[config.mk]
export PLATFORM = sky130hd
export DESIGN_NAME = seg7_scan_driver_flat
export DESIGN_NICKNAME = d
export VERILOG_FILES = /design/src/rtl/seg7_pkg.sv /design/src/rtl/seg7_scan_driver_if.sv /design/src/rtl/seg7_decoder.sv /design/src/rtl/seg7_scan_driver.sv /design/src/flat_wrapper.sv
export SDC_FILE = /design/constraint.sdc
export NUM_CORES = 1
export LEC_CHECK = 0
export ABC_CLOCK_PERIOD_IN_PS = 4070
export CAP_MARGIN = 20
export CORE_UTILIZATION = 55
export CTS_CLUSTER_SIZE = 20
export DETAILED_ROUTE_END_ITERATION = 12
export PLACE_DENSITY_LB_ADDON = 0.25
export SLEW_MARGIN = 25
export SYNTH_ARGS = -nofsm -noshare
export SYNTH_HDL_FRONTEND = slang
export SYNTH_HIERARCHICAL = 1
export SYNTH_SLANG_ARGS = --single-unit
export TNS_END_PERCENT = 100
[constraint.sdc]
create_clock -name clk -period 4.07 [get_ports clk]
set_clock_uncertainty 0.05 [all_clocks]
set_input_delay 0.407 -clock clk [delete_from_list [all_inputs] [get_ports clk]]
set_output_delay 0.407 -clock clk [all_outputs]
set_load 0.02 [all_outputs]
[src/rtl/seg7_pkg.sv]
// Shared types and glyph table for the multiplexed 7-segment scan driver.
// Glyph bit order is {e,d,c,b,a,f,g}, active-high.
package seg7_pkg;

    localparam logic [6:0] SEG_BLANK = 7'b0000000;
    localparam logic [6:0] SEG_0     = 7'b1111110;
    localparam logic [6:0] SEG_1     = 7'b0011000;
    localparam logic [6:0] SEG_2     = 7'b1101101;
    localparam logic [6:0] SEG_3     = 7'b0111101;
    localparam logic [6:0] SEG_4     = 7'b0011011;
    localparam logic [6:0] SEG_5     = 7'b0110111;
    localparam logic [6:0] SEG_6     = 7'b1110111;
    localparam logic [6:0] SEG_7     = 7'b0011100;
    localparam logic [6:0] SEG_8     = 7'b1111111;
    localparam logic [6:0] SEG_9     = 7'b0111111;
    localparam logic [6:0] SEG_A     = 7'b1011111;
    localparam logic [6:0] SEG_B     = 7'b1110011;
    localparam logic [6:0] SEG_C     = 7'b1100110;
    localparam logic [6:0] SEG_D     = 7'b1111001;
    localparam logic [6:0] SEG_E     = 7'b1100111;
    localparam logic [6:0] SEG_F     = 7'b1000111;

    typedef enum logic [1:0] {
        ST_IDLE  = 2'd0,
        ST_BLANK = 2'd1,
        ST_DRIVE = 2'd2
    } scan_state_e;

    typedef struct packed {
        scan_state_e state;
        logic        pending;
    } seg7_dbg_t;

    function automatic logic [6:0] seg7_glyph(input logic [3:0] nibble, input logic hex_en);
        logic [6:0] g;
        case (nibble)
            4'h0: g = SEG_0;
            4'h1: g = SEG_1;
            4'h2: g = SEG_2;
            4'h3: g = SEG_3;
            4'h4: g = SEG_4;
            4'h5: g = SEG_5;
            4'h6: g = SEG_6;
            4'h7: g = SEG_7;
            4'h8: g = SEG_8;
            4'h9: g = SEG_9;
            4'hA: g = hex_en ? SEG_A : SEG_BLANK;
            4'hB: g = hex_en ? SEG_B : SEG_BLANK;
            4'hC: g = hex_en ? SEG_C : SEG_BLANK;
            4'hD: g = hex_en ? SEG_D : SEG_BLANK;
            4'hE: g = hex_en ? SEG_E : SEG_BLANK;
            default: g = hex_en ? SEG_F : SEG_BLANK;
        endcase
        return g;
    endfunction

endpackage

[src/rtl/seg7_scan_driver_if.sv]
// Bus between the CPU/debug side (master) and the scan driver (slave).
// load is a fire-and-forget strobe with no ready: it is accepted on every cycle it is high.
interface seg7_scan_driver_if #(
    parameter int NUM_DIGITS = 4
);
    import seg7_pkg::*;

    logic                      enable;
    logic                      load;
    logic [4*NUM_DIGITS-1:0]   value;
    logic [NUM_DIGITS-1:0]     dp_in;
    logic                      lz_blank;
    logic [6:0]                seg;
    logic                      dp;
    logic [NUM_DIGITS-1:0]     an;
    logic                      frame_done;
    seg7_dbg_t                 dbg;

    modport master (
        output enable, load, value, dp_in, lz_blank,
        input  seg, dp, an, frame_done, dbg
    );

    modport slave (
        input  enable, load, value, dp_in, lz_blank,
        output seg, dp, an, frame_done, dbg
    );

endinterface

[src/rtl/seg7_decoder.sv]
// Combinational nibble-to-glyph decoder; hex_en selects A..F glyphs or blank.
module seg7_decoder
    import seg7_pkg::*;
(
    input  logic [3:0] nibble_i,
    input  logic       hex_en_i,
    output logic [6:0] seg_o
);

    assign seg_o = seg7_glyph(nibble_i, hex_en_i);

endmodule

[src/rtl/seg7_scan_driver.sv]
// Time-multiplexed N-digit 7-segment driver with dead time, leading-zero blanking
// and frame-aligned display updates.
module seg7_scan_driver
    import seg7_pkg::*;
#(
    parameter int NUM_DIGITS   = 4,
    parameter int REFRESH_DIV  = 1000,
    parameter int BLANK_CYCLES = 8,
    parameter bit HEX_EN       = 1'b0
) (
    input logic              clk,
    input logic              rst_n,
    seg7_scan_driver_if.slave bus
);

    localparam int CNT_W = (REFRESH_DIV > 1) ? $clog2(REFRESH_DIV) : 1;
    localparam int IDX_W = (NUM_DIGITS > 1) ? $clog2(NUM_DIGITS) : 1;
    localparam int VAL_W = 4 * NUM_DIGITS;

    scan_state_e            state_q, state_d;
    logic [CNT_W-1:0]       cnt_q, cnt_d;
    logic [IDX_W-1:0]       idx_q, idx_d;

    logic [VAL_W-1:0]       pend_val_q, pend_val_d, disp_val_q, disp_val_d;
    logic [NUM_DIGITS-1:0]  pend_dp_q, pend_dp_d, disp_dp_q, disp_dp_d;
    logic                   pend_lz_q, pend_lz_d, disp_lz_q, disp_lz_d;
    logic                   pend_flag_q, pend_flag_d;

    logic [6:0]             seg_q, seg_d;
    logic                   dp_q, dp_d;
    logic [NUM_DIGITS-1:0]  an_q, an_d;
    logic                   fd_q, fd_d;

    logic [NUM_DIGITS-1:0]  lz_dark;
    logic [3:0]             nibble;
    logic [6:0]             glyph;

    always_comb begin
        state_d = state_q;
        cnt_d   = cnt_q;
        idx_d   = idx_q;
        if (!bus.enable) begin
            state_d = ST_IDLE;
            cnt_d   = '0;
            idx_d   = '0;
        end else begin
            if (state_q == ST_IDLE) begin
                cnt_d = '0;
                idx_d = '0;
            end else if (cnt_q == CNT_W'(REFRESH_DIV - 1)) begin
                cnt_d = '0;
                idx_d = (idx_q == IDX_W'(NUM_DIGITS - 1)) ? '0 : idx_q + 1'b1;
            end else begin
                cnt_d = cnt_q + 1'b1;
            end
            state_d = (int'(cnt_d) < BLANK_CYCLES) ? ST_BLANK : ST_DRIVE;
        end
    end

    // Display only follows pending at a frame boundary or while dark, so a frame never tears.
    always_comb begin
        pend_val_d  = pend_val_q;
        pend_dp_d   = pend_dp_q;
        pend_lz_d   = pend_lz_q;
        pend_flag_d = pend_flag_q;
        disp_val_d  = disp_val_q;
        disp_dp_d   = disp_dp_q;
        disp_lz_d   = disp_lz_q;
        if (bus.load) begin
            pend_val_d  = bus.value;
            pend_dp_d   = bus.dp_in;
            pend_lz_d   = bus.lz_blank;
            pend_flag_d = 1'b1;
        end
        if (!bus.enable || fd_q) begin
            disp_val_d  = pend_val_d;
            disp_dp_d   = pend_dp_d;
            disp_lz_d   = pend_lz_d;
            pend_flag_d = 1'b0;
        end
    end

    always_comb begin
        logic zero_run;
        zero_run = 1'b1;
        lz_dark  = '0;
        for (int k = NUM_DIGITS - 1; k >= 0; k--) begin
            zero_run   = zero_run & (disp_val_d[4*k +: 4] == 4'h0);
            lz_dark[k] = disp_lz_d && (k != 0) && zero_run;
        end
    end

    assign nibble = disp_val_d[4*idx_d +: 4];

    seg7_decoder u_dec (
        .nibble_i (nibble),
        .hex_en_i (HEX_EN),
        .seg_o    (glyph)
    );

    // Outputs are computed from next-state values so they switch on the same edge as the counters.
    always_comb begin
        an_d  = '0;
        seg_d = SEG_BLANK;
        dp_d  = 1'b0;
        fd_d  = (state_d != ST_IDLE) && (cnt_d == CNT_W'(REFRESH_DIV - 1))
                && (idx_d == IDX_W'(NUM_DIGITS - 1));
        if (state_d == ST_DRIVE) begin
            an_d  = NUM_DIGITS'(1) << idx_d;
            seg_d = lz_dark[idx_d] ? SEG_BLANK : glyph;
            dp_d  = disp_dp_d[idx_d];
        end
    end

    always_ff @(posedge clk or negedge rst_n) begin
        if (!rst_n) begin
            state_q <= ST_IDLE;
            cnt_q   <= '0;
            idx_q   <= '0;
        end else begin
            state_q <= state_d;
            cnt_q   <= cnt_d;
            idx_q   <= idx_d;
        end
    end

    always_ff @(posedge clk or negedge rst_n) begin
        if (!rst_n) begin
            pend_val_q  <= '0;
            pend_dp_q   <= '0;
            pend_lz_q   <= 1'b0;
            pend_flag_q <= 1'b0;
            disp_val_q  <= '0;
            disp_dp_q   <= '0;
            disp_lz_q   <= 1'b0;
            seg_q       <= SEG_BLANK;
            dp_q        <= 1'b0;
            an_q        <= '0;
            fd_q        <= 1'b0;
        end else begin
            pend_val_q  <= pend_val_d;
            pend_dp_q   <= pend_dp_d;
            pend_lz_q   <= pend_lz_d;
            pend_flag_q <= pend_flag_d;
            disp_val_q  <= disp_val_d;
            disp_dp_q   <= disp_dp_d;
            disp_lz_q   <= disp_lz_d;
            seg_q       <= seg_d;
            dp_q        <= dp_d;
            an_q        <= an_d;
            fd_q        <= fd_d;
        end
    end

    assign bus.seg        = seg_q;
    assign bus.dp         = dp_q;
    assign bus.an         = an_q;
    assign bus.frame_done = fd_q;
    assign bus.dbg        = seg7_dbg_t'{state: state_q, pending: pend_flag_q};

endmodule
[src/flat_wrapper.sv]
// flat-port wrapper written by rule: the top's interface ports become plain ports
module seg7_scan_driver_flat import seg7_pkg::*;
#(
    parameter int NUM_DIGITS   = 4,
    parameter int REFRESH_DIV  = 1000,
    parameter int BLANK_CYCLES = 8,
    parameter bit HEX_EN       = 1'b0
)
  (clk, rst_n, bus_enable, bus_load, bus_value, bus_dp_in, bus_lz_blank, bus_seg, bus_dp, bus_an, bus_frame_done, bus_dbg);
  seg7_scan_driver_if #(.NUM_DIGITS(NUM_DIGITS)) bus_i ();
  input logic clk;
  input logic rst_n;
  input wire logic [$bits(bus_i.enable)-1:0] bus_enable;
  input wire logic [$bits(bus_i.load)-1:0] bus_load;
  input wire logic [$bits(bus_i.value)-1:0] bus_value;
  input wire logic [$bits(bus_i.dp_in)-1:0] bus_dp_in;
  input wire logic [$bits(bus_i.lz_blank)-1:0] bus_lz_blank;
  output wire logic [$bits(bus_i.seg)-1:0] bus_seg;
  output wire logic [$bits(bus_i.dp)-1:0] bus_dp;
  output wire logic [$bits(bus_i.an)-1:0] bus_an;
  output wire logic [$bits(bus_i.frame_done)-1:0] bus_frame_done;
  output wire logic [$bits(bus_i.dbg)-1:0] bus_dbg;
  assign bus_i.enable = bus_enable;
  assign bus_i.load = bus_load;
  assign bus_i.value = bus_value;
  assign bus_i.dp_in = bus_dp_in;
  assign bus_i.lz_blank = bus_lz_blank;
  assign bus_seg = bus_i.seg;
  assign bus_dp = bus_i.dp;
  assign bus_an = bus_i.an;
  assign bus_frame_done = bus_i.frame_done;
  assign bus_dbg = bus_i.dbg;
  seg7_scan_driver #(.NUM_DIGITS(NUM_DIGITS), .REFRESH_DIV(REFRESH_DIV), .BLANK_CYCLES(BLANK_CYCLES), .HEX_EN(HEX_EN)) u_core (.clk(clk), .rst_n(rst_n), .bus(bus_i));
endmodule
==> run summary, run 1 <==
Post-synth top flop = dfrtp_1
number of global-route vias before repair = 2266
clock-pin slew on the worst setup and hold paths = 70 ps
Hold Fails Final Rpt = 0
Max Cap Viol = 0
WL final = 6160 um
TritonCTS buffer count = 9
maximum vdd drop = 0.240 mV
final worst slack = 552 ps
initial core utilization = 0.568
worst-path maximum fanout = 13
GRT overflow = 0
CP startpoint kind = flop
Worst EP arrival = 3660 ps
register area share after synthesis = 0.521
Hold Buf Count CTS = 0
H-tree levels = 3
I/O Buffers = 40
Synth async-reset ratio = 1.00
Starting DRT DRC Count = 119
status = completed
setup bufs post-CTS = 0
Tmin final = 3520 ps
first-pass GRT wire length = 10400 um
share of cells above drive strength 1 = 0.228
largest net degree at the start of global routing = 37
core area = 0.00592 mm^2
Ports = 41
clock tree from TritonCTS = built
R2R Path End = u_core/bus.seg[2]
Worst-Margin Slew = 914 ps
Yosys reg bits = 70
Die Y = 80.2 um
Cells after Synth = 289
Lkg Pwr = 1.73 nW
ANT nets after route = 0
R2R setup slack = 550 ps
setup_tns = 0 ps
Die X-Extent = 80.2 um
Power per Cell Area = 388 mW/mm^2
synthesis warning total = 6
Worst Reg2Reg Path Length in Cells = 10
FF-to-FF Start = u_core/cnt_q[0]
DRC Markers = 0
# nets final = 361
Final Cycle Share = 0.864
pre-CTS setup slack = 633 ps
Slew headroom = 0.389
Slew Viols, Final = 0
initial antenna violation count = 0
synth unique cells = 64
routed via count = 2249
Post-Syn Area per Cell = 11.6 um^2
clock root buffer = clkbuf_8
Post-synth EDFFs = 0
total track usage = 0.215
WL/cell = 14.9 um
num rows = 28
Max clock buf depth = 2
number of clock sinks = 70
WS Path Type = flop to flop
worst skew pair latency = 330 ps
Final GP Congestion = 0.839
CP endpoint kind = flop
Die ar. = 0.00643 mm^2
RSZ-0062 raised after global routing = no
# resized after CTS = 0
Hold Path Class = input port to asynchronous set/reset pin
Post-Syn Area = 0.00336 mm^2
Initial DRT Pass Iterations = 4
final setup vio count = 0
Area Overhead vs Synth = 19.5%
Peak Freq = 284 MHz
Req. time, crit path = 4210 ps
post-detail-place hpwl = 4310 um
syn nets = 316
vias per cell = 5.45
n_diodes = 0
==> final cells by class <==
cell class | instances | area, um^2
fill | 452 | 1900
tap | 75 | 93.8
sequential | 70 | 1750
clock inverter | 5 | 58.8
timing repair buffer | 48 | 455
clock buffer | 10 | 138
multi-input combinational | 186 | 1450
inverter | 19 | 71.3
==> cell usage after synthesis, drive strengths merged (2+ instances only) <==
library cell  number  area [um^2]
dfrtp             70         1750
mux2              31          353
nor2              28          108
inv               19         71.3
mux2i             14          140
nand2             13         48.8
buf               12         80.1
a21oi              8         40.0
nor3               8         51.3
o21ai              8         47.5
nor3b              7         82.6
a211oi             6         50.1
xnor2              6         52.6
nand3              5         30.0
a31oi              4         25.0
a211o              3         27.5
nand4              3         18.8
nor2b              3         18.8
nor4b              3         32.5
and2               2         12.5
clkbuf             2         8.75
ha                 2         25.0
nor4               2         12.5
o211ai             2         20.0
o221ai             2         17.5
o31ai              2         15.0
or3                2         12.5
==> cell families after synthesis <==
kind of cell | after synthesis | share of synthesized area
AO/OA/AOI/OAI | 46 | 0.105
XOR/XNOR | 7 | 0.0182
adder cells (fa/ha/maj) | 2 | 0.00744
buffers and inverters | 33 | 0.0476
flip-flops | 70 | 0.521
multiplexers | 45 | 0.147
other | 1 | 0.00111
AND/OR/NAND/NOR | 85 | 0.154
==> registers in the layout, indices dropped and copies added, names as in the netlist, 2 cells and up <==
| register | cells |
|---|---|
| u_core/bus.an | 4 |
| u_core/bus.seg | 7 |
| u_core/cnt_q | 10 |
| u_core/disp_dp_q | 4 |
| u_core/disp_val_q | 16 |
| u_core/idx_q | 2 |
| u_core/pend_dp_q | 4 |
| u_core/pend_val_q | 16 |
| u_core/state_q | 2 |
==> per-stage QoR <==
step | total power [mW] | area (um^2) | util | hold WS, ps | std cells
detailed placement | 1.02 | 3820 | 0.646 | 433 | 398
floorplan | 0.949 | 3360 | - | 61.4 | 289
CTS | 1.58 | 4020 | 0.679 | 112 | 413
global route | 1.64 | 4020 | 0.679 | 158 | 413
finish | 1.56 | 4020 | 0.679 | 95.1 | 413
global placement | 1.02 | 3820 | 0.646 | 410 | 398
==> routing by layer <==
metal | GRT usage | share of wire | vias to the layer above
li1 | - | - | 1121
met1 | 0.278 | 0.47 | 1072
met2 | 0.351 | 0.48 | 44
met3 | 0.0523 | 0.034 | 12
met4 | 0.0786 | 0.016 | 0
met5 | 0 | 0 | -
==> worst max-delay path: stages (launching register included) <==
cell and delay [ps]:
dfrtp_1 420, ha_1 270, nand2_1 180, nor3_4 320
mux2i_1 190, nor2_1 720, a31oi_1 390, buf_4 280
a222oi_1 290, o21ai_1 90, nor3b_2 160
==> report_power, final <==
| group | internal, mW | total, mW | switching, mW |
|---|---|---|---|
| Combinational | 0.123 | 0.248 | 0.125 |
| Clock | 0.297 | 0.549 | 0.252 |
| Sequential | 0.749 | 0.763 | 0.0146 |
| Total | 1.17 | 1.56 | 0.392 |
==> layout by cell type (no fill, tap or decap), types with 3 or more instances in the layout <==
cell	synthesis	routed
a31oi_1	4	4
a211oi_1	5	5
a21oi_1	8	8
nor3b_2	6	6
nand3_1	4	4
nor2b_1	3	3
o21ai_0	3	3
nor2_1	27	27
buf_4	3	8
xnor2_1	6	6
mux2_2	30	30
inv_1	18	18
o21ai_1	3	3
nor3_1	7	7
nand2_1	13	13
mux2i_1	14	14
dfrtp_1	70	70
nand4_1	3	3
clkbuf_8	0	10
clkdlybuf4s50_1	0	39
==> worst max-delay path by stage <==
stage	to	slack [ps]	startpoint	cells past startpoint
final	u_core/bus.seg[2]	550	u_core/cnt_q[0]	10
after CTS	u_core/bus.seg[2]	610	u_core/cnt_q[0]	10
after global routing	u_core/bus.seg[2]	210	u_core/cnt_q[0]	10
after floorplan	u_core/bus.seg[2]	1190	u_core/cnt_q[0]	12
after detailed placement	u_core/bus.seg[2]	630	u_core/cnt_q[0]	10
after global placement	u_core/bus.seg[2]	610	u_core/cnt_q[0]	10
Note: power is estimated with default switching activity, not from simulation.
==> run 2, diff against run 1 <==
--- a/config.mk
+++ b/config.mk
@@ -7,10 +7,10 @@
 export LEC_CHECK = 0
 export ABC_CLOCK_PERIOD_IN_PS = 4070
 export CAP_MARGIN = 20
-export CORE_UTILIZATION = 55
+export CORE_UTILIZATION = 50
 export CTS_CLUSTER_SIZE = 20
 export DETAILED_ROUTE_END_ITERATION = 12
-export PLACE_DENSITY_LB_ADDON = 0.25
+export PLACE_DENSITY = 0.81
 export SLEW_MARGIN = 25
 export SYNTH_ARGS = -nofsm -noshare
 export SYNTH_HDL_FRONTEND = slang
==> run summary, run 2 (synthesis results as in run 1) <==
status = complete, but fails checks
failing checks = DRC
Area Overhead vs Synth = 20.9%
n_diodes = 0
Psw = 0.392 mW
Slew headroom = 0.449
Die Y = 84.0 um
initial antenna violation count = 0
# resized after CTS = 0
Hold Fails Final Rpt = 0
Max clock buf depth = 2
most frequent cells in the layout = dfrtp_1 (70), clkdlybuf4s50_1 (39), mux2_2 (30), nor2_1 (27), inv_1 (18)
Die ar. = 0.00706 mm^2
# nets final = 361
routed via count = 2316
GRT overflow = 0
WL final = 6550 um
clock-pin slew on the worst setup and hold paths = 70 ps
maximum vdd drop = 0.242 mV
part of the power in registers = 0.453
CP startpoint kind = flop
Lkg Pwr = 1.76 nW
CP endpoint kind = flop
post-detail-place hpwl = 4590 um
Req. time, crit path = 4200 ps
ANT nets after route = 0
I/O Buffers = 40
Starting DRT DRC Count = 141
Worst EP arrival = 3710 ps
Clock Power Share = 0.395
Initial DRT Pass Iterations = 8
H-tree levels = 3
clock tree from TritonCTS = built
worst skew pair latency = 340 ps
clock root buffer = clkbuf_8
largest net degree at the start of global routing = 48
Power per Cell Area = 414 mW/mm^2
Final GP Congestion = 0.893
Design Power = 1.68 mW
Max Cap Viol = 0
Hold Buf Count CTS = 0
share of cells above drive strength 1 = 0.225
Peak Freq = 279 MHz
Tmin final = 3580 ps
Finished Core Util = 0.633
final setup vio count = 0
Slew Viols, Final = 0
initial core utilization = 0.524
setup bufs post-CTS = 0
vias per cell = 5.58
internal power = 1.29 mW
Ports = 41
worst-path maximum fanout = 16
Hold Path Class = input port to asynchronous set/reset pin
RSZ-0062 raised after global routing = no
num rows = 29
core area = 0.00642 mm^2
number of clock sinks = 70
Die X-Extent = 84.0 um
setup_tns = 0 ps
WL/cell = 15.8 um
WS Path Type = flop to flop
Final Cycle Share = 0.880
commonest non-fill, non-tap cell in the layout = dfrtp_1
DRC Markers = 10
TritonCTS buffer count = 9
total track usage = 0.204
largest registers = u_core/disp_val_q: 16 flops, u_core/pend_val_q: 16 flops, u_core/cnt_q: 10 flops
number of global-route vias before repair = 2357
switch share = 0.233
Comb power frac = 0.152
Worst-Margin Slew = 823 ps
first-pass GRT wire length = 11100 um
-- run 2: changes by cell type in the layout (fill, tap and decap cells not counted) --
cell	before	now
bufinv_16	1	3
clkinvlp_4	2	0
buf_2	1	0
buf_4	8	9
clkbuf_1	0	1
inv_6	1	0
-- run 2: critical path: stages (launching register included) --
cell	delay, ps
dfrtp_1	430
ha_1	290
nand2_1	200
nor3_4	340
mux2_4	410
inv_2	180
nand2_1	70
a31oi_1	640
nor2b_1	380
a21o_1	180
a221oi_2	50
nor3b_2	210
-- run 2: area by class of cell --
type / count / area [um^2]
timing repair buffer: 48 / 458
sequential: 70 / 1750
tap: 77 / 96.3
inverter: 19 / 71.3
clock buffer: 11 / 141
multi-input combinational: 186 / 1450
clock inverter: 4 / 95.1
fill: 496 / 2360
-- run 2: layer usage --
layer  up-vias  global-route usage  wire length [um]
met3         7              0.0574               325
met2        62               0.336              3250
met5         -                   0                 0
met4         0              0.0643                57
met1      1134               0.262              2920
li1       1113                   -                 -
-- run 2: final timing paths --
kind | cells past startpoint | from | slack [ps] | end
hold reg to reg | 2 | u_core/pend_val_q[15] | 430 | u_core/pend_val_q[15]
hold / removal | 1 | rst_n | 7 | u_core/pend_lz_q
setup / recovery | 11 | u_core/cnt_q[0] | 490 | u_core/bus.seg[0]
min in group clk | 2 | u_core/pend_val_q[15] | 430 | u_core/pend_val_q[15]
setup reg to reg | 11 | u_core/cnt_q[0] | 490 | u_core/bus.seg[0]
max in group asynchronous | 2 | rst_n | 3240 | u_core/cnt_q[2]
-- run 2: per-stage QoR --
stage                     cells  setup WS (ps)  cell area [um^2]  hold slack [ps]
final                       415            487              4070             7.44
after global routing        415            221              4070             42.2
after CTS                   415            531              4060              199
after detailed placement    400            562              3830              415
after global placement      400            748              3830              408
after floorplan             289           1190              3360             61.4
-- run 2: power groups by stage --
stage	registers, mW	logic (mW)	clock network (mW)
after floorplan	0.773	0.176	0
after detailed placement	0.776	0.253	0
after global placement	0.773	0.246	0
after global routing	0.768	0.284	0.716
final	0.763	0.256	0.665
after CTS	0.763	0.256	0.680
==> RTL change 1, RTL diff (config.mk and constraints of run 2) <==
`REFRESH_DIV` is set to 1000 in 2 places; all go to 500.
--- a/src/rtl/seg7_scan_driver.sv
+++ b/src/rtl/seg7_scan_driver.sv
@@ -5,5 +5,5 @@
 #(
     parameter int NUM_DIGITS   = 4,
-    parameter int REFRESH_DIV  = 1000,
+    parameter int REFRESH_DIV  = 500,
     parameter int BLANK_CYCLES = 8,
     parameter bit HEX_EN       = 1'b0
--- a/src/flat_wrapper.sv
+++ b/src/flat_wrapper.sv
@@ -3,5 +3,5 @@
 #(
     parameter int NUM_DIGITS   = 4,
-    parameter int REFRESH_DIV  = 1000,
+    parameter int REFRESH_DIV  = 500,
     parameter int BLANK_CYCLES = 8,
     parameter bit HEX_EN       = 1'b0
Behaviour: no difference found for any inputs over 10 cycles, from zero or initial values and one cycle with rst_n low; that may be too few to reach the edited logic, so the function may still have changed.
==> RTL change 1 against run 2 <==
  * The flow still finishes with violations (design-rule violations)
  * Synthesized area decreased by 0.45%
  * Register-to-register slack better by 0.14 ns
  * Count of clock-buffer cells in the layout fell by 1
  * Worst setup slack improved by 0.10 ns
  * Power down 5.0%
  * Fmax up 2.9%
  * Sequential share of layout area hardly changed
  * Wire length down 2.2%
  * Cell area fell by 1.4%
  * Cell count up 1.9%
  * Die area shrank 0.44%
  * Core utilization down 0.92 points
  * Sequential cell count down 1
  * Critical path type is now in2reg
  * Largest cell class unchanged
==> RTL change 1: results (changes against run 2) <==
The total power density per cell area is 399 nW/um^2 (-3.6%), and the net count reported at finish is 368 (+1.9%). The cell total after placement is 407 (+1.8%). By area the synthesized netlist is led by dfrtp_1 (52%), mux2_2 (8.7%), mux2i_1 (4.2%). The tools report the final estimated routing congestion in global placement as 0.847 (-5.1%). The maximum buffer depth of the clock tree is 2 (unchanged), and the worst slew margin relative to its limit is 0.326 (-0.123). Total placed instance area: 3780 um^2 (-1.1%). The run gives 250 uV (+3.3%) as the maximum VDD drop. Counting instances in the post-synthesis netlist gives the leading cell types as dfrtp_1 (69), mux2_2 (26), nor2_1 (25). The logs give 3.01 mm (-7.2%) for the routed length on met2 and 0.147 (-0.005) for the combinational share of power. The tools report the wire length on met1 as 3.04 mm (+4.0%). In the final layout, the registers with the most flip-flops are u_core/disp_val_q (16), u_core/pend_val_q (16), u_core/cnt_q (9). The routed length per instance was 15.1 um (-4.1%). The number of violations reported at the end of detailed-routing iteration 0 came out at 121 (-14%).

The run gives 53 (+10%) as the largest net degree at the start of global routing. The tools report the number of standard cells in the final layout excluding fillers as 423 (+1.9%). The logs give 1.78 nW (+1.3%) for the cell leakage power and 1.21 mW (-6.5%) for the internal power contribution. The sequential group power was 752 uW (-1%); the register area share after synthesis was 0.516 (-0.00514). The run gives 0.0247 ns (+0.0172 ns) as the worst hold margin. The synthesized area per cell works out to 11.2 um^2 (-3.8%). The run finished, with violations left. The run gives 0.311 ns (-0.251 ns) as the pre-CTS setup slack.

The met2 usage in global routing was 0.300 (-0.0358); the setup slack of the worst register-to-register path was 0.63 ns (+0.14 ns). The per-cell via count in the routed design works out to 5.47 (-2.1%). The level count of the clock H-tree came out at 3 (unchanged). The tools report the length of routed met3 wiring as 268 um (-18%). The warning count from the yosys run is 6 (unchanged). The endpoint identified for the worst register-to-register timing path is u_core/bus.seg[0]$_DFF_PN0_.

Clock-pin slew was measured on the worst setup and hold paths at 0.08 ns. The share of async-settable or async-resettable flops after synthesis was 1.00 (unchanged); the met1 track utilization from global routing was 0.255 (-0.00654). The checks that failed: design-rule violations. For the wire length of the first global-routing pass, the log shows 10.4 mm (-6.3%). The run gives 0.191 (-0.0128) as the global-route usage over all layers.

The logs give 59 (-7.8%) for the number of distinct standard cells referenced by the synthesized netlist and 326 (+3.2%) for the synthesized netlist net count. The tools report the global-route track usage on met3 as 0.0445 (-0.0129). The via count of the first global-routing pass is 2191 (-7.0%). The largest fanout on the critical path was 13 (-3). The logic depth of the worst register-to-register path is 11 (unchanged), and the share of final-layout standard cells stronger than drive strength 1 is 0.182 (-0.0428).

The number of remaining DRC errors is 6 (-4), and the arrival time of data at the critical path endpoint is 3.64 ns (-0.07 ns). The run gives 4.52 mm (-1.6%) as the half-perimeter wire length after detailed placement.
==> RTL change 1: layout make-up <==
class / count / area [um^2]
Clock buffer: 10 / 138
Sequential cell: 69 / 1730
Tap cell: 77 / 96.3
Inverter: 19 / 71.3
Timing Repair Buffer: 47 / 450
Fill cell: 511 / 2410
Multi-Input combinational cell: 195 / 1440
Clock inverter: 6 / 86.3
==> RTL change 1: cells by family after synthesis <==
kind of cell | count (synthesis) | share of synthesized area
AND/OR/NAND/NOR | 89 | 0.146
flip-flops | 69 | 0.516
AO/OA/AOI/OAI | 53 | 0.114
multiplexers | 42 | 0.140
buffers and inverters | 35 | 0.0549
XOR/XNOR | 8 | 0.0209
adder cells (fa/ha/maj) | 2 | 0.00747
other | 1 | 0.00112
==> RTL change 1: worst max-delay path by stage <==
stage	start	end	slack (ns)	cells after the start
floorplan	u_core/bus.frame_done$_DFF_PN0_	u_core/bus.seg[2]$_DFF_PN0_	1.34	11
global placement	bus_enable	u_core/bus.seg[2]$_DFF_PN0_	0.45	11
detailed placement	bus_enable	u_core/bus.seg[1]$_DFF_PN0_	0.31	11
CTS	bus_enable	u_core/bus.seg[2]$_DFF_PN0_	0.64	11
global route	bus_enable	u_core/bus.seg[2]$_DFF_PN0_	0.34	11
finish	bus_enable	u_core/bus.seg[0]$_DFF_PN0_	0.59	11
==> RTL change 1: critical path, stage by stage <==
cell             delay, ns
clkdlybuf4s50_1       0.60
o21ai_0               0.22
or3_1                 0.36
mux2i_2               0.45
a211oi_1              0.09
a21oi_1               0.80
nor2b_1               0.34
a21o_1                0.17
a221oi_2              0.05
nand2_1               0.10
nor2_1                0.05
==> RTL change 2, RTL diff (config.mk and constraints of run 2) <==
Without the edit above. `pend_val_q` no longer has a reset.
--- a/src/rtl/seg7_scan_driver.sv
+++ b/src/rtl/seg7_scan_driver.sv
@@ -127,5 +127,4 @@
     always_ff @(posedge clk or negedge rst_n) begin
         if (!rst_n) begin
-            pend_val_q  <= '0;
             pend_dp_q   <= '0;
             pend_lz_q   <= 1'b0;
@@ -139,5 +138,4 @@
             fd_q        <= 1'b0;
         end else begin
-            pend_val_q  <= pend_val_d;
             pend_dp_q   <= pend_dp_d;
             pend_lz_q   <= pend_lz_d;
@@ -153,4 +151,8 @@
     end
 
+    always_ff @(posedge clk) begin
+        pend_val_q <= pend_val_d;
+    end
+
     assign bus.seg        = seg_q;
     assign bus.dp         = dp_q;
Behaviour: same outputs for any inputs over 10 cycles, from zero or initial values and one cycle with rst_n low; that may be too few to reach the edited logic, so the function may still have changed.
==> RTL change 2 against run 2 <==
  * Cell area fell by 3.5%
  * Combinational power is 4% lower
  * Via count decreased by 1.1%
  * Hold slack better by 0.36 ns
  * Power shrank 11%
  * Sequential cell count unchanged
  * Wire length decreased by 4.1%
  * Synthesized area down 2.4%
  * Sequential power barely moved
  * Sequential share of layout area down 0.46 points
  * Worst setup slack worse by 0.048 ns
  * Largest cell class unchanged
  * Largest power group unchanged
  * Highest routed layer unchanged
==> RTL change 2: results (changes against run 2) <==
The number of filler cells placed in the layout is 501 (+1.0%), and the clock transition at the registers of the reported paths is 0.07 ns (about the same). Share of final-layout standard cells stronger than drive strength 1: 0.227 (+0.00229). The non-clock buffering overhead in the final layout came out at 0.117 (+0.00413). The logs give 361 (unchanged) for the net count reported at finish and 1.66 nW (-5.5%) for the cell leakage power. The pre-CTS setup slack came out at 0.515 ns (-0.0467 ns). Largest net degree at the start of global routing: 48 (unchanged). The logs give 3 (unchanged) for the level count of the clock H-tree and 0.196 (-0.00781) for the global-route usage over all layers. The number of violations reported at the end of detailed-routing iteration 0 was 121 (-14%); the via count of the first global-routing pass was 2263 (-4.0%).

The register area share after synthesis is 0.509 (-0.0117), and the share of async-settable or async-resettable flops after synthesis is 0.771 (-0.229). The sequential cell area in the final layout is 1670 um^2 (-4.6%). The run gives 399 (-0.25%) as the cell total after placement. The run gives 0.44 ns (-0.05 ns) as the setup slack of the worst register-to-register path.

The final estimated routing congestion in global placement was 0.834 (-6.6%); the warning count from the yosys run was 6 (unchanged). Switching power total: 408 uW (+4.0%). The stage delay of the slowest cell on the critical path is 0.67 ns (+0.03 ns), and the number of buffers inserted by hold repair at cts is 1 (+1). The tools report the arrival time of data at the critical path endpoint as 3.78 ns (+0.07 ns). Sorting the synthesized cells by area gives the leading types as dfrtp_1 (41%), mux2_2 (10%), dfxtp_1 (9.8%). The tools report the number of iterations in the first detailed-routing pass as 4 (-4). The slowest stage of the critical path is the nor2_1 cell. By count the netlist is led by dfrtp_1 (54), mux2_2 (30), nor2_1 (27).

The number of clock buffers in the layout was 9 (-2). The tools report the maximum buffer depth of the clock tree as 2 (unchanged). The largest fanout on the critical path was 13 (-3).

The critical path ends at u_core/bus.seg[5]$_DFF_PN0_. The run gives 70 (unchanged) as the number of sequential cells. The worst-margin pin slew works out to 0.845 ns (+0.0222 ns). The clock tree cell share of total cell area was 0.0440 (-0.0141); the number of distinct standard cells referenced by the synthesized netlist was 65 (+1.6%). The number of cells produced by synthesis came out at 289 (unchanged).

The overall routed net length was 6.27 mm (-4.1%); the wire length of the first global-routing pass was 10.7 mm (-3.5%). Among cell families on the critical path, the largest total delay comes from simple AND/OR/NAND/NOR gates. The total setup violations reported at the end of the flow was 0 (unchanged); the number of instances resized during post-cts repair was 0 (unchanged).

The flow ran to the end, and the final reports show no timing, DRC or antenna violations. The highest attainable clock frequency is 275 MHz (-1.3%), and the per-cell via count in the routed design is 5.51 (-1.3%). For the half-perimeter wire length after detailed placement, the log shows 4.24 mm (-7.7%). The maximum VDD drop is 228 uV (-6.0%). The routed length per instance was 15.1 um (-4.4%).
-- RTL change 2: power groups by stage --
| stage | combinational [mW] | clock, mW | sequential [mW] |
|---|---|---|---|
| after global routing | 0.274 | 0.534 | 0.767 |
| after global placement | 0.239 | 0 | 0.772 |
| after detailed placement | 0.244 | 0 | 0.776 |
| after floorplan | 0.176 | 0 | 0.772 |
| after CTS | 0.247 | 0.503 | 0.761 |
| final | 0.247 | 0.490 | 0.761 |
-- RTL change 2: worst register-to-register path, stage by stage (launching register included) --
cell and delay, ns:
dfrtp_1 0.42, ha_1 0.27, nand2_1 0.19, nor3_4 0.31
mux2i_1 0.18, nor2_1 0.67, a31oi_1 0.39, buf_4 0.29
or3_1 0.37, a21boi_1 0.15, a21oi_1 0.04, nor3b_2 0.15
-- RTL change 2: per-stage QoR --
stage / hold slack [ns] / power [mW] / cell area [um^2]
2_1_floorplan: 0.0614 / 0.948 / 3280
3_3_place_gp: 0.199 / 1.01 / 3740
3_5_place_dp: 0.201 / 1.02 / 3740
4_1_cts: 0.361 / 1.51 / 3920
5_1_grt: 0.371 / 1.57 / 3920
6_report: 0.369 / 1.50 / 3920
-- RTL change 2: routing by layer --
| layer | GRT usage | share of wire | up-vias |
|---|---|---|---|
| met1 | 0.254 | 0.46 | 1112 |
| met5 | 0 | 0 | - |
| met2 | 0.320 | 0.48 | 57 |
| met4 | 0.0925 | 0.018 | 0 |
| li1 | - | - | 1112 |
| met3 | 0.0368 | 0.044 | 10 |
-- RTL change 2: logic make-up (layout without fill, tap and decap cells) --
family,Yosys count,count (layout),synth area share
AOI/OAI and AO/OA,46,46,0.107
xor gates and xnor gates,7,7,0.0187
adders and majority gates,2,2,0.00762
buffers and inverters,33,83,0.0488
DFF,70,70,0.509
muxes,45,45,0.150
other,1,1,0.00114
and+or+nand+nor,85,85,0.157
